File: src/rtl/sra_srl_iterative.sv
// Multi-cycle right shifter: SRL/SRA of a WIDTH-bit operand, one binary
// stage (1, 2, 4, ... bits) per clock, sequenced by a start/busy/done handshake.
module sra_srl_iterative #(
    parameter int WIDTH   = 32,
    parameter int SHAMT_W = 5
) (
    input  logic               clock,
    input  logic               reset_n,
    input  logic               start,
    input  logic [WIDTH-1:0]   a,
    input  logic [SHAMT_W-1:0] shiftamt,
    input  logic               arith,
    output logic               busy,
    output logic               done,
    output logic [WIDTH-1:0]   result
);

    localparam int STG_W = (SHAMT_W > 1) ? $clog2(SHAMT_W) : 1;
    localparam logic [STG_W-1:0] LAST_STG = STG_W'(SHAMT_W - 1);

    typedef enum logic [1:0] {
        IDLE  = 2'd0,
        SHIFT = 2'd1,
        DONE  = 2'd2
    } state_t;

    state_t             state, state_nx;
    logic [STG_W-1:0]   stage, stage_nx;
    logic [WIDTH-1:0]   work, work_nx;
    logic [SHAMT_W-1:0] amt, amt_nx;
    logic               fill, fill_nx;
    logic [WIDTH-1:0]   result_nx;

    // Candidate value for each stage: work shifted by 2^k with fill bits on top.
    logic [SHAMT_W-1:0][WIDTH-1:0] cand;
    logic [WIDTH-1:0]              stepped;

    for (genvar k = 0; k < SHAMT_W; k++) begin : g_stage
        localparam int SH = 1 << k;
        assign cand[k] = {{SH{fill}}, work[WIDTH-1:SH]};
    end

    // Apply the current stage only if its amount bit is set.
    assign stepped = amt[stage] ? cand[stage] : work;

    // Outputs are decoded from the state register only.
    assign busy = (state != IDLE);
    assign done = (state == DONE);

    // State and datapath registers; reset abandons any operation in flight.
    always_ff @(posedge clock or negedge reset_n) begin
        if (!reset_n) begin
            state  <= IDLE;
            stage  <= '0;
            work   <= '0;
            amt    <= '0;
            fill   <= 1'b0;
            result <= '0;
        end else begin
            state  <= state_nx;
            stage  <= stage_nx;
            work   <= work_nx;
            amt    <= amt_nx;
            fill   <= fill_nx;
            result <= result_nx;
        end
    end

    // Next-state and datapath update; every stage runs so latency is fixed.
    always_comb begin
        state_nx  = state;
        stage_nx  = stage;
        work_nx   = work;
        amt_nx    = amt;
        fill_nx   = fill;
        result_nx = result;
        case (state)
            IDLE: begin
                if (start) begin
                    work_nx  = a;
                    amt_nx   = shiftamt;
                    fill_nx  = arith & a[WIDTH-1];
                    stage_nx = '0;
                    state_nx = SHIFT;
                end
            end
            SHIFT: begin
                work_nx = stepped;
                if (stage == LAST_STG) begin
                    result_nx = stepped;
                    stage_nx  = '0;
                    state_nx  = DONE;
                end else begin
                    stage_nx = stage + STG_W'(1);
                end
            end
            DONE: begin
                // start is deliberately not sampled here.
                state_nx = IDLE;
            end
            default: begin
                state_nx = IDLE;
                stage_nx = '0;
            end
        endcase
    end

endmodule

File: config.mk
export PLATFORM = sky130hd
export DESIGN_NAME = sra_srl_iterative
export DESIGN_NICKNAME = d
export VERILOG_FILES = /design/src/rtl/sra_srl_iterative.sv
export SDC_FILE = /design/constraint.sdc
export NUM_CORES = 1
export LEC_CHECK = 0
export CAP_MARGIN = 20
export CORE_MARGIN = 1
export CORE_UTILIZATION = 49
export CTS_CLUSTER_SIZE = 12
export DETAILED_ROUTE_END_ITERATION = 10
export GPL_ROUTABILITY_DRIVEN = 0
export PLACE_DENSITY = 0.75
export SLEW_MARGIN = 20
export SYNTH_ARGS = -nofsm -noshare
export SYNTH_HDL_FRONTEND = slang
export SYNTH_SLANG_ARGS = --single-unit
File: constraint.sdc
create_clock -name clock -period 2.05 [get_ports clock]
set_clock_uncertainty 0.15 [all_clocks]
set_input_delay 0.205 -clock clock [delete_from_list [all_inputs] [get_ports clock]]
set_output_delay 0.205 -clock clock [all_outputs]
set_load 0.05 [all_outputs]
==> results.toml <==
[sta]
holdWs_ps = 215
setup_violations = 0
fin_crit_sh = 0.998
setup_slack_ps = 4.55
rsz0062_at_grt = "yes"
fin_tns_setup_ps = 0
hold_viol = 0
worst_slew_pin_slew_ps = 504
finalCriticalPeriod_ps = 2050
max_slew_margin = 0.663
fmax_mhz = 489
slew_viol_final = 0

[worst_setup_path]
timing.critical_path.mode_cell = "buf_4"
startpoint_type = "flop"
endpoint_kind = "flop"
rrSetupSlack_ps = 5
crit_type = "flop to flop"
cpPeakStageDelay_ps = 360
r2r-end = "work[13]"
arrival_ps = 2140
reg2reg_depth = 7
crit_family = "compound AO/OA/AOI/OAI gates"
crit_path_max_fanout = 24
cp_slowest_cell = "dfrtp_1"
startpoint = "stage[2]"
endpoint = "work[13]"
path_cells = "buf_4, buf_4, nor2b_1, a211oi_1, o32a_1, nor2_1, a221o_1"
critPathBufInv = 2
required_ps = 2150
rr_startpoint = "stage[2]"
cp.depth = 7

[run]
maxCapViolations = 0

[yosys]
synth_cells = 500
synth_compound_area_frac = 0.277
synth_fa_ha_area_frac = 0.00547
ys_warn_count = 0
synth_edf_count = 0
ys_seq_area_frac = 0.410
yosys_most_used_dff = "dfrtp_1"
synth-xor-area-share = 0
syn_area_per_cell_um2 = 9.15
muxShareOfSynthArea = 0.0558
synth_top_family_by_area = "compound AO/OA/AOI/OAI gates"
synth_cell_types = 60
async_flop_share = 1.00
synth_area_um2 = 4580
synth_simple_gate_area_frac = 0.193
ys_ff_latch = 75
syn_nets = 543

[clocking]
clkTransAtPathRegs_ps = 80
root_buffer = "clkbuf_8"
cts_sinks = 75
htreeDepth = 3
clockBufferDepth = 2
cts_buffers = 9
insertion_delay_ps = 360
cts_tree = "built"

[global_routing]
antenna_found_initial = 0
grt_pass1_wl_mm = 22.3
grt_max_degree = 76
grtUsageTotal = 0.293
first_global_vias = 4218
overflow = 0

[layout]
area_growth_pct = 27.9
final_nets = 619
final_common_cell = "dfrtp_1"
final_util = 0.658
fin_cells = 689
fill_cells = 710
antenna_cells_inserted = 0
drive_above_1_share = 0.160
final_cell_area_um2 = 5850
mostFrequentLayoutCells = "74 x dfrtp_1, 71 x clkdlybuf4s50_1, 59 x nand2_1, 29 x nor2_1, 27 x buf_4"

[route]
viasPerCell = 6.43
num_vias = 4432
wirelength_mm = 13.6
drtAntennaViolNets = 0
drc = 0
first_pass_iters = 5
avgRoutedWirePerCell_um = 19.7
drt_iter0_drc = 502

[worst_hold_path]
hold_depth = 3
min_from = "shiftamt[0]"
min_path_type = "input pin to flop"

[floorplanning]
core_um2 = 8890
fp-row-count = 34
chipWidth_um = 98.6
die_h_um = 98.6
initial_core_util = 0.515
ios = 75
die_area_um2 = 9730

[placement]
place_ws_ps = -43.2
hpwlAfterDp_mm = 9.48
post-place-cells = 671
portBuffers = 74
place_area_um2 = 5590

[status]
status = "completed"

[power]
p_total_mw = 11.9
ir_drop_v = 0.00108
p_leak_nw = 2.53
powerDensity_nw_per_um2 = 2030
## timing repair
| action | in CTS | in global routing |
|---|---|---|
| endpoints found under the hold margin | 75 | 0 |
| hold buffers | 1 | 0 |
| gates resized for setup | 1 | 5 |
| gates cloned | 0 | 0 |
| buffers inserted | 0 | 1 |
| pin swaps | 0 | 1 |
| endpoints found under the setup margin | 13 | 36 |
## power breakdown
part           total (mW)  switching [mW]  internal, mW  leakage [nW]
Clock                1.26           0.574         0.688         0.103
Combinational        7.61            4.35          3.26          1.50
Sequential           2.99           0.808          2.18         0.927
## per-layer routing
layer  GRT usage  share of wire
met1       0.420           0.43
met2       0.441           0.45
met3      0.0596          0.082
met4       0.108          0.030
met5           0              0
## synthesized netlist by cell type, types with 13 or more instances
cell,number,area share
dfrtp_1,75,0.41
mux2i_1,21,0.046
o21ai_0,25,0.027
a211oi_1,13,0.021
a221o_1,16,0.035
clkbuf_1,20,0.016
buf_2,15,0.016
o21a_1,13,0.021
inv_1,13,0.011
nor2_1,29,0.024
a21oi_1,25,0.027
nand3_1,23,0.025
nand2_1,60,0.049
nor2b_1,18,0.025
## final cells by class
class	count	area, um2	area share
clock buffer	10	128	0.0218
timing repair buffer	109	1100	0.188
multi-input combinational	366	2470	0.422
tap	108	135	0.0231
clock inverter	6	88.8	0.0152
sequential	75	1880	0.321
inverter	15	56.3	0.00962
## registers in the layout, indices dropped and copies added (netlist names)
signal,count
result,32
work,32
amt,5
stage,3
state,2
fill,1
## worst min path at each step
stage	end	slack [ps]
final	amt[0]	220
after global routing	amt[4]	230
after CTS	amt[0]	220
after global placement	result[19]	120
after detailed placement	result[22]	120
after floorplan	amt[0]	-240
## logic make-up after synthesis
| group | Yosys count |
|---|---|
| flops | 75 |
| mux | 24 |
| simple gates | 173 |
| buf+inv | 59 |
| compound gates | 167 |
| fa+ha+maj | 2 |
## worst reg2reg max path, cell delays in order, from the launching register on
cell and delay [ps]:
dfrtp_1 360, buf_4 180, buf_4 270, nor2b_1 100
a211oi_1 270, o32a_1 270, nor2_1 60, a221o_1 260
Power figures use the tool's default switching activity.
